==> src/rtl/gray_counter_pkg.sv <==
// Shared Gray-code helpers and types for the Gray counter and its decode stage.
// Functions operate on a fixed maximum width; callers zero-extend and truncate.
package gray_counter_pkg;

  localparam int GRAY_W_DEFAULT = 4;
  localparam int GRAY_W_MAX     = 32;

  typedef logic [GRAY_W_MAX-1:0] gray_word_t;

  typedef enum logic [1:0] {
    OP_HOLD,
    OP_LOAD,
    OP_UP,
    OP_DOWN
  } count_op_e;

  function automatic gray_word_t bin2gray(input gray_word_t b);
    return b ^ (b >> 1);
  endfunction

  // Prefix XOR from the MSB down; zero upper bits leave narrower widths exact.
  function automatic gray_word_t gray2bin(input gray_word_t g);
    gray_word_t b;
    b[GRAY_W_MAX-1] = g[GRAY_W_MAX-1];
    for (int i = GRAY_W_MAX - 2; i >= 0; i--) begin
      b[i] = b[i+1] ^ g[i];
    end
    return b;
  endfunction

  function automatic count_op_e decode_op(input logic load, input logic en,
                                          input logic up_dn);
    if (load)    return OP_LOAD;
    else if (en) return up_dn ? OP_UP : OP_DOWN;
    else         return OP_HOLD;
  endfunction

endpackage

==> src/rtl/gray_counter_if.sv <==
// Control and status bundle between a controller and the Gray counter.
interface gray_counter_if #(
  parameter int W = gray_counter_pkg::GRAY_W_DEFAULT
);

  logic         en;
  logic         up_dn;
  logic         wrap_en;
  logic         load;
  logic [W-1:0] load_gray;
  logic [W-1:0] gray;
  logic         tc;
  logic         step;

  modport master (
    output en, up_dn, wrap_en, load, load_gray,
    input  gray, tc, step
  );

  modport slave (
    input  en, up_dn, wrap_en, load, load_gray,
    output gray, tc, step
  );

endinterface

==> src/rtl/gray_counter.sv <==
// Up/down Gray counter with parallel Gray load, wrap/saturate ends, terminal
// count and a one-cycle step pulse; gray is registered alongside the binary count.
module gray_counter
  import gray_counter_pkg::*;
#(
  parameter int W = GRAY_W_DEFAULT
) (
  input  logic          clk,
  input  logic          rst,
  gray_counter_if.slave bus
);

  localparam logic [W-1:0] BIN_MAX = '1;
  localparam logic [W-1:0] BIN_ONE = W'(1);

  count_op_e    op;
  logic [W-1:0] bin_q, bin_d;
  logic [W-1:0] gray_q, gray_d;
  logic         step_q, step_d;
  logic [W-1:0] bin_inc, bin_dec;

  assign op      = decode_op(bus.load, bus.en, bus.up_dn);
  assign bin_inc = bin_q + BIN_ONE;
  assign bin_dec = bin_q - BIN_ONE;

  always_comb begin
    // NOTE: every next-state signal gets a default first, so no path can leave one unassigned and infer a latch.
    bin_d  = bin_q;
    gray_d = gray_q;
    step_d = 1'b0;
    unique case (op)
      OP_LOAD: begin
        bin_d  = W'(gray2bin(GRAY_W_MAX'(bus.load_gray)));
        gray_d = bus.load_gray;
      end
      OP_UP: begin
        if (bin_q != BIN_MAX || bus.wrap_en) begin
          bin_d  = bin_inc;
          gray_d = W'(bin2gray(GRAY_W_MAX'(bin_inc)));
          step_d = 1'b1;
        end
      end
      OP_DOWN: begin
        if (bin_q != '0 || bus.wrap_en) begin
          bin_d  = bin_dec;
          gray_d = W'(bin2gray(GRAY_W_MAX'(bin_dec)));
          step_d = 1'b1;
        end
      end
      OP_HOLD: ;
      default: ;
    endcase
  end

  always_ff @(posedge clk or posedge rst) begin
    if (rst) begin
      bin_q  <= '0;
      gray_q <= '0;
      step_q <= 1'b0;
    end else begin
      // NOTE: non-blocking updates so bin, gray and step all move together on the same edge.
      bin_q  <= bin_d;
      gray_q <= gray_d;
      step_q <= step_d;
    end
  end

  assign bus.gray = gray_q;
  assign bus.step = step_q;
  assign bus.tc   = bus.up_dn ? (bin_q == BIN_MAX) : (bin_q == '0);

endmodule

==> src/flat_wrapper.sv <==
// flat-port wrapper written by rule: the top's interface ports become plain ports
module gray_counter_flat import gray_counter_pkg::*;
#(
  parameter int W = GRAY_W_DEFAULT
)
  (clk, rst, bus_en, bus_up_dn, bus_wrap_en, bus_load, bus_load_gray, bus_gray, bus_tc, bus_step);
  gray_counter_if #(.W(W)) bus_i ();
  input  logic clk;
  input  logic rst;
  input wire logic [$bits(bus_i.en)-1:0] bus_en;
  input wire logic [$bits(bus_i.up_dn)-1:0] bus_up_dn;
  input wire logic [$bits(bus_i.wrap_en)-1:0] bus_wrap_en;
  input wire logic [$bits(bus_i.load)-1:0] bus_load;
  input wire logic [$bits(bus_i.load_gray)-1:0] bus_load_gray;
  output wire logic [$bits(bus_i.gray)-1:0] bus_gray;
  output wire logic [$bits(bus_i.tc)-1:0] bus_tc;
  output wire logic [$bits(bus_i.step)-1:0] bus_step;
  assign bus_i.en = bus_en;
  assign bus_i.up_dn = bus_up_dn;
  assign bus_i.wrap_en = bus_wrap_en;
  assign bus_i.load = bus_load;
  assign bus_i.load_gray = bus_load_gray;
  assign bus_gray = bus_i.gray;
  assign bus_tc = bus_i.tc;
  assign bus_step = bus_i.step;
  gray_counter #(.W(W)) u_core (.clk(clk), .rst(rst), .bus(bus_i));
endmodule
==> config.mk <==
export PLATFORM = sky130hd
export DESIGN_NAME = gray_counter_flat
export DESIGN_NICKNAME = d
export VERILOG_FILES = /design/src/rtl/gray_counter_pkg.sv /design/src/rtl/gray_counter_if.sv /design/src/rtl/gray_counter.sv /design/src/flat_wrapper.sv
export SDC_FILE = /design/constraint.sdc
export NUM_CORES = 1
export LEC_CHECK = 0
export ABC_AREA = 1
export CAP_MARGIN = 20
export CORE_UTILIZATION = 48
export CTS_BUF_LIST = sky130_fd_sc_hd__clkbuf_4
export DETAILED_ROUTE_END_ITERATION = 8
export PLACE_DENSITY = 0.79
export SYNTH_ARGS = -nofsm -noshare
export SYNTH_HDL_FRONTEND = slang
export SYNTH_SLANG_ARGS = --single-unit
==> constraint.sdc <==
create_clock -name clk -period 1.5 [get_ports clk]
set_input_delay 0.45 -clock clk [delete_from_list [all_inputs] [get_ports clk]]
set_output_delay 0.45 -clock clk [all_outputs]
set_load 0.02 [all_outputs]
==> results of run 1 <==
-- state kept, by name, summed over array words and instances, names as in the netlist --
signal / cells
u_core.bin_q: 3
u_core.bus.gray: 4
u_core.bus.step: 1
-- metrics by stage --
step,hold slack [ps],utilization [%],worst slack [ps]
4_1_cts,445,81.0,-216
2_1_floorplan,266,-,8.21
3_3_place_gp,475,76.2,-757
6_report,432,84.7,-211
5_1_grt,492,84.7,-242
3_5_place_dp,483,76.2,-781
-- where the power goes --
group	internal [uW]	total (uW)	switching, uW
sequential	249	287	38.1
clock	92.9	191	98.2
combinational	281	633	353
-- cell usage in the layout (no fill, tap or decap), drive strengths merged --
master and count:
o21ai 12, nand3 18, o211ai 2, clkdlybuf4s50 6
dfrtp 8, buf 27, nor3 1, clkbuf 3
nand2 39, inv 20, nor2 11, a21oi 4
xnor2 1, ha 3, dlygate4sd2 7, nand4 3
-- repair_timing --
action / 4_1_cts / 5_1_grt
endpoints found under the setup margin: 13 / 7
endpoints found under the hold margin: 0 / 0
pin swaps: 6 / 8
hold buffers: 0 / 0
resized for setup: 29 / 11
gates cloned: 0 / 1
buffers inserted: 1 / 1
-- worst paths after layout --
path | to | cells past startpoint
worst max-delay path | bus_tc | 5
min in group clk | u_core.bus.gray[0]$_DFFE_PP0P_ | 2
worst min register to register | u_core.bus.gray[0]$_DFFE_PP0P_ | 2
max in group asynchronous | u_core.bin_q[1]$_DFFE_PP0P_ | 2
worst max register to register | u_core.bin_q[2]$_DFFE_PP0P_ | 12
worst min-delay path | u_core.bus.step$_DFF_PP0_ | 2
-- critical path, cell delays in order (launching register included) --
cell and delay [ps]:
dfrtp_2 450, inv_4 80, ha_4 140, nand3_4 60, a21oi_4 120, buf_6 130
-- layout make-up --
class	instances	area, sq um
inverter	20	80.1
sequential	8	204
clock buffer	3	22.5
fill	86	239
multi-input combinational	94	648
timing repair buffer	40	345
tap	16	20.0
-- cell usage after synthesis, drive strengths merged --
| cell type | count |
|---|---|
| nand2 | 39 |
| inv | 20 |
| nand3 | 18 |
| o21ai | 12 |
| nor2 | 10 |
| dfrtp | 8 |
| a21oi | 4 |
| buf | 3 |
| ha | 3 |
| nand4 | 3 |
| o211ai | 2 |
| nor3 | 1 |
| xnor2 | 1 |
-- logic make-up after synthesis --
family	share of synthesized area [%]
simple gates	45.9
flops	24.0
compound gates	12.8
buf+inv	11.7
xor+xnor	1.05
fa+ha+maj	4.50
-- routing by layer --
layer / part of all wire (%) / up-vias / GRT usage (%)
li1: - / 486 / -
met1: 39 / 483 / 36.9
met2: 49 / 67 / 52.2
met3: 8.6 / 13 / 7.08
met4: 3.9 / 0 / 10.0
met5: 0 / - / 0
==> impl_metrics.ini, run 1 <==
[worst_setup_path]
worst_setup_path_start_kind = flop
crit_arrival_ps = 1260
worstPathMaxFanout = 3
crit_start = u_core.bin_q[0]$_DFFE_PP0P_
reg2reg_setup_slack_ps = -120
r2r-start = u_core.bin_q[0]$_DFFE_PP0P_
crit_required_ps = 1050
worstSetupEndpointType = output port
critPathKind = flop to output port

[yosys]
synth_cell_types = 25
syn_nets = 137
synth-seq-cells = 8
synth_cells = 124
synthTopCellsByArea = dfrtp_1 (24%), nand2_1 (16%), nand3_1 (10%)
synth_warnings = 0
synth_top_area_cell = dfrtp_1
yosysSeqAreaShare_pct = 24.0
netlist_area_sq_um = 833
synth.avg_cell_area_sq_um = 6.72
synth.top_cell.area_share_pct = 24.0

[detailed_routing]
first_pass_iters = 6
via_count = 1049
drc_errors = 2
drt_iter0_markers = 64
wl_per_cell_microns = 15.4
ant_nets = 0
drt_wl_total_mm = 2.79
avgViaCountPerCell = 5.80

[clock_tree]
clock-sinks = 8
htreeDepth = 1
cts-root-buf = clkbuf_4
cts_tree = built
cts_buffers = 3
insertion_delay_ps = 270
cts_buffer_depth = 2
path_clk_slew_ps = 70

[timing]
period_minus_slack_ps = 1710
finalMaxSlewViolations = 0
fin_ws_ps = -211
finalCritPeriodShare_pct = 114
timing_hold_violations_final = 0
tightest_slew_ps = 348
fin_tns_setup_ps = -395
relSlewSlack_pct = 76.8
rsz0062_at_grt = yes
skew_ps = 7.21
finalSetupViolCount = 4
fmax_ghz = 0.585

[pwr]
p_per_area_nw_per_um2 = 842
peakVddDrop_v = 0.000553
p_total_uw = 1110
leakagePower_uw = 0.000651

[floorplan]
pin_count = 16
fp.dieW_microns = 43.7
fp.dieH_microns = 43.7
num_rows = 14
core-area_sq_um = 1560
start_util_pct = 53.5
die_area_sq_um = 1910

[cells_and_area]
area_growth_pct = 58.4
nets = 180
design_area_sq_um = 1320
finalNonFillerCells = 181
num_antenna_cells = 0
final_layout_size_suffix_gt1_share_pct = 43.0

[global_route]
grt_pass1_vias = 988
grt_max_degree = 10
grt_pass1_wl_mm = 4.27
antenna_found_initial = 0
grt-ovfl-total = 0
grt_use_total_pct = 30.3

[flow_run]
drv_cap = 0

[place]
hpwl_mm = 1.78
place_area_sq_um = 1190
place_inst = 175
gp_congestion = 0.810
port_buffers = 15

[run_status]
status = finished, violations left
violations = design-rule violations, negative setup slack

[worst_hold_path]
hold_path_class = input port to asynchronous set/reset pin
(Power assumes the default switching activity.)
==> inputs of run 2 (changes only) <==
Settings changed: CORE_UTILIZATION 48 to 46, CTS_BUF_LIST sky130_fd_sc_hd__clkbuf_4 to not set, PLACE_DENSITY 0.79 to 0.76.
==> run 2 against run 1 <==
Register-to-register slack better by 20 ps. Clock skew down 6.9 ps. Largest power group unchanged. Cell area up 2.0%. Core utilization down 5.8 points. Power down 3.1%. The run ends with negative setup slack left.
==> impl_metrics.ini, run 2 (synthesis gave the netlist of run 1 again) <==
[clock_tree]
cts_buffers = 3
cts_buffer_depth = 2
clock-sinks = 8
htreeDepth = 1
insertion_delay_ps = 270
cts_tree = built
path_clk_slew_ps = 50
cts-root-buf = clkbuf_4

[cells_and_area]
finalNonFillerCells = 189
nets = 179
num_antenna_cells = 0
final_layout_size_suffix_gt1_share_pct = 43.9
layout_common_cells = nand2_1 (30), buf_4 (22), nand3_1 (15), inv_1 (9)
layout_commonest_cell = nand2_1
area_growth_pct = 61.6
largest_reg_flops = 4

[detailed_routing]
drc_errors = 0
drt_wl_total_mm = 2.57
drt_iter0_markers = 30
first_pass_iters = 4
ant_nets = 0
wl_per_cell_microns = 13.6
avgViaCountPerCell = 5.24
via_count = 991

[pwr]
leakagePower_uw = 0.000663
p_total_uw = 1080
peakVddDrop_v = 0.000563
p_per_area_nw_per_um2 = 800

[worst_setup_path]
path_cells = inv_2 -> ha_4 -> nand3_4 -> a21oi_4 -> buf_6
r2r-end = u_core.bin_q[0]$_DFFE_PP0P_
crit_required_ps = 1050
cpMaxStageDelayCell = dfrtp_1
r2r-start = u_core.bin_q[1]$_DFFE_PP0P_
slowest_delay_ps = 430
reg2reg_setup_slack_ps = -100
worstSetupEndpointType = output port
worstPathMaxFanout = 3
worst_setup_path_start_kind = flop
rr_worst_depth = 9
crit_arrival_ps = 1260
critPathKind = flop to output port

[global_route]
grt_max_degree = 10
grt_pass1_wl_mm = 3.76
met1_usage_pct = 31.0
antenna_found_initial = 0
grt.busiest_layer = met2
grt-ovfl-total = 0
globalRouteMet3Util_pct = 5.31
grt_pass1_vias = 900
grt_use_total_pct = 26.7
use_met2_pct = 44.7

[place]
gp_congestion = 0.921
hpwl_mm = 1.84
port_buffers = 15
place_inst = 184

[timing]
fmax_ghz = 0.586
finalSetupViolCount = 8
finalMaxSlewViolations = 0
tightest_slew_ps = 301
whs_ps = 421
finalCritPeriodShare_pct = 114
relSlewSlack_pct = 79.9
fin_ws_ps = -207
timing_hold_violations_final = 0
rsz0062_at_grt = yes
skew_ps = 0.273
period_minus_slack_ps = 1710

[floorplan]
start_util_pct = 48.8
pin_count = 16
fp.dieH_microns = 44.6
num_rows = 15
fp.dieW_microns = 44.6
die_area_sq_um = 1990
core-area_sq_um = 1710

[worst_hold_path]
hold_path_class = input port to asynchronous set/reset pin

[flow_run]
drv_cap = 0

[run_status]
violations = negative setup slack
status = finished, violations left
-- run 2: changes by cell type in the layout (fill, tap and decap cells not counted), moves of 2 or more --
cell,previous run,this run
nand2_1,34,30
dlygate4sd2_1,7,5
nand3_1,12,15
dlymetal6s2s_1,0,2
inv_2,10,8
nand2_2,4,8
nand3_2,4,1
-- run 2: how the worst max path moves through the flow --
| stage | start | to | slack, ps |
|---|---|---|---|
| after CTS | u_core.bin_q[0]$_DFFE_PP0P_ | bus_tc | -220 |
| final | u_core.bin_q[1]$_DFFE_PP0P_ | bus_tc | -210 |
| after detailed placement | bus_up_dn | bus_tc | -790 |
| after floorplan | u_core.bin_q[0]$_DFFE_PP0P_ | bus_tc | 8 |
| after global placement | bus_up_dn | bus_tc | -760 |
| after global routing | u_core.bin_q[1]$_DFFE_PP0P_ | bus_tc | -240 |
-- run 2: through the flow --
step                cell area, sq um  worst slack, ps  utilization [%]  setup TNS, ps
CTS                             1240             -219             72.9           -442
global placement                1200             -757             70.2          -3160
finish                          1350             -207             78.8           -670
detailed placement              1200             -789             70.2          -3460
floorplan                        867             8.21                -              0
global route                    1350             -241             78.8          -1140
-- run 2: report_power, final --
group	switching [uW]	internal (uW)	total (uW)
combinational	346	272	618
sequential	37.5	249	287
clock	81.1	92.0	173
-- run 2: final cells by class --
cell class | count | area, sq um
Sequential cell | 8 | 203
Clock buffer | 3 | 22.5
Timing Repair Buffer | 39 | 339
Tap cell | 25 | 31.3
Multi-Input combinational cell | 94 | 668
Inverter | 20 | 82.6
Fill cell | 116 | 362
-- run 2: critical path, delay by kind of cell, from the launching register on --
family | cells | cell delay, ps
compound gates | 1 | 120
flops | 1 | 430
fa+ha+maj | 1 | 150
simple gates | 1 | 60
buf+inv | 2 | 230
-- run 2: metal layers --
metal | vias up | routed length, microns
met5 | - | 0
met4 | 0 | 94
met3 | 9 | 115
met2 | 37 | 1320
met1 | 459 | 1040
li1 | 486 | -
-- run 2: what timing repair did --
| action | in CTS | in global routing |
|---|---|---|
| resized for setup | 25 | 22 |
| gates cloned | 0 | 1 |
| setup endpoints to repair | 13 | 9 |
| hold buffers | 0 | 0 |
| pin swaps | 3 | 13 |
| buffers inserted | 1 | 1 |
==> inputs of run 3 (changes only) <==
Settings changed: CORE_ASPECT_RATIO set to 1.75, CORE_UTILIZATION 46 to 30, PLACE_DENSITY 0.76 to 0.54.
==> run 3 against run 2 <==
The run still ends with negative setup slack left. Hold slack improved by 60 ps. Sequential share of layout area barely moved. Cell area rose by 0.19%. Fmax rose by 1.4%. Largest power group unchanged.
==> impl_metrics.ini, run 3 (synthesis gave the netlist of run 1 again) <==
[floorplan]
fp.dieH_microns = 71.7
die_area_sq_um = 3000
pin_count = 16
fp.dieW_microns = 41.8
core-area_sq_um = 2660
num_rows = 25
start_util_pct = 31.3

[cells_and_area]
design_area_sq_um = 1350
layout_common_cells = nand2_1 (31), buf_4 (26), nand3_1 (14), inv_2 (9), inv_1 (9)
seq_area_sq_um = 203
nFillCells = 267
layout_commonest_cell = nand2_1
final_layout_size_suffix_gt1_share_pct = 44.0
nets = 181
multi_input_area_sq_um = 658
final_core_util_pct = 50.7
largest_reg_flops = 4
area_growth_pct = 61.9
finalNonFillerCells = 193
num_antenna_cells = 0

[detailed_routing]
avgViaCountPerCell = 4.93
wl_per_cell_microns = 12.8
ant_nets = 0
drt_wl_total_mm = 2.47
drc_errors = 0
first_pass_iters = 4
drt_iter0_markers = 12
via_count = 952

[pwr]
switchingPower_uw = 465
combPwrFrac_pct = 51.8
p_per_area_nw_per_um2 = 859
clkPwrFrac_pct = 23.4
leakagePower_uw = 0.000659
power_frac_seq_pct = 24.7
peakVddDrop_v = 0.000304
swShare_pct = 40.2
p_int_uw = 693

[worst_setup_path]
critPathKind = flop to output port
crit_required_ps = 1050
worstSetupEndpointType = output port
crit_arrival_ps = 1230
worstPathMaxFanout = 4
worst_setup_path_start_kind = flop

[timing]
skew_ps = 8.29
fmax_ghz = 0.594
fin_ws_ps = -185
timing_hold_violations_final = 0
whs_ps = 481
rsz0062_at_grt = yes
finalMaxSlewViolations = 0
finalSetupViolCount = 5
period_minus_slack_ps = 1680
finalCritPeriodShare_pct = 112
relSlewSlack_pct = 75.6
tightest_slew_ps = 366

[place]
hpwl_mm = 1.88
port_buffers = 15
place_area_sq_um = 1220
place_inst = 188
place_ws_ps = -789
gp_congestion = 0.796

[global_route]
grt_pass1_vias = 973
grt_max_degree = 9
grt_pass1_wl_mm = 4.04
grt-ovfl-total = 0
antenna_found_initial = 0
grt_use_total_pct = 17.9

[clock_tree]
clock-sinks = 8
cts_buffers = 3
path_clk_slew_ps = 50
ctsHoldBuffers = 0
cts_tree = built
insertion_delay_ps = 240
htreeDepth = 1
cts-root-buf = clkbuf_8
cts_buffer_depth = 2

[flow_run]
drv_cap = 0

[run_status]
status = finished, violations left
violations = negative setup slack

[worst_hold_path]
hold_path_class = input port to asynchronous set/reset pin
[run 3: changes by cell type in the layout (fill, tap and decap cells not counted), sizes merged]
| cell | before | now |
|---|---|---|
| buf | 26 | 28 |
| dlygate4sd2 | 5 | 7 |
| dlymetal6s2s | 2 | 0 |
[run 3: repair_timing]
item,in CTS,in global routing
pin swaps,9,7
buffers inserted,3,1
cloned,1,0
gates resized for setup,33,7
endpoints found under the setup margin,14,8
[run 3: per-layer routing]
metal	vias to the layer above	track usage [%]	wire length, microns
met2	22	35.6	1360
met1	436	17.3	966
met3	8	2.27	64
met4	0	8.60	75
li1	486	-	-
met5	-	0	0
[run 3: final timing paths]
path | startpoint | to | slack (ps) | depth (start not counted)
min | rst | u_core.bus.gray[1]$_DFFE_PP0P_ | 480 | 2
max | u_core.bin_q[0]$_DFFE_PP0P_ | bus_tc | -180 | 5
min in group clk | u_core.bus.gray[0]$_DFFE_PP0P_ | u_core.bus.gray[0]$_DFFE_PP0P_ | 480 | 2
min reg2reg | u_core.bus.gray[0]$_DFFE_PP0P_ | u_core.bus.gray[0]$_DFFE_PP0P_ | 480 | 2
max in group asynchronous | rst | u_core.bin_q[0]$_DFFE_PP0P_ | 720 | 2
max reg2reg | u_core.bin_q[0]$_DFFE_PP0P_ | u_core.bus.gray[0]$_DFFE_PP0P_ | -10 | 10
[run 3: layout make-up]
class	count	share of cell area, %
clock buffer	3	3.06
inverter	20	5.94
multi-input combinational	94	48.8
sequential	8	15.0
tap	27	2.50
timing repair buffer	41	24.7
[run 3: worst max-delay path, stage by stage (launching register included)]
cell and delay, ps:
dfrtp_2 460, inv_4 80, ha_4 140, nand3_4 70, a21oi_4 120, buf_6 120
[run 3: through the flow]
stage               TNS (ps)  power [uW]
detailed placement     -3610         841
finish                  -203        1160
floorplan                  0         620
global route            -673        1230
CTS                     -365        1150
global placement       -3460         835
[run 3: power groups by stage]
| stage | registers (uW) | logic [uW] | clock network [uW] |
|---|---|---|---|
| floorplan | 292 | 328 | 0 |
| global placement | 282 | 552 | 0 |
| detailed placement | 283 | 558 | 0 |
| CTS | 285 | 586 | 279 |
| global route | 291 | 656 | 287 |
| finish | 287 | 601 | 271 |
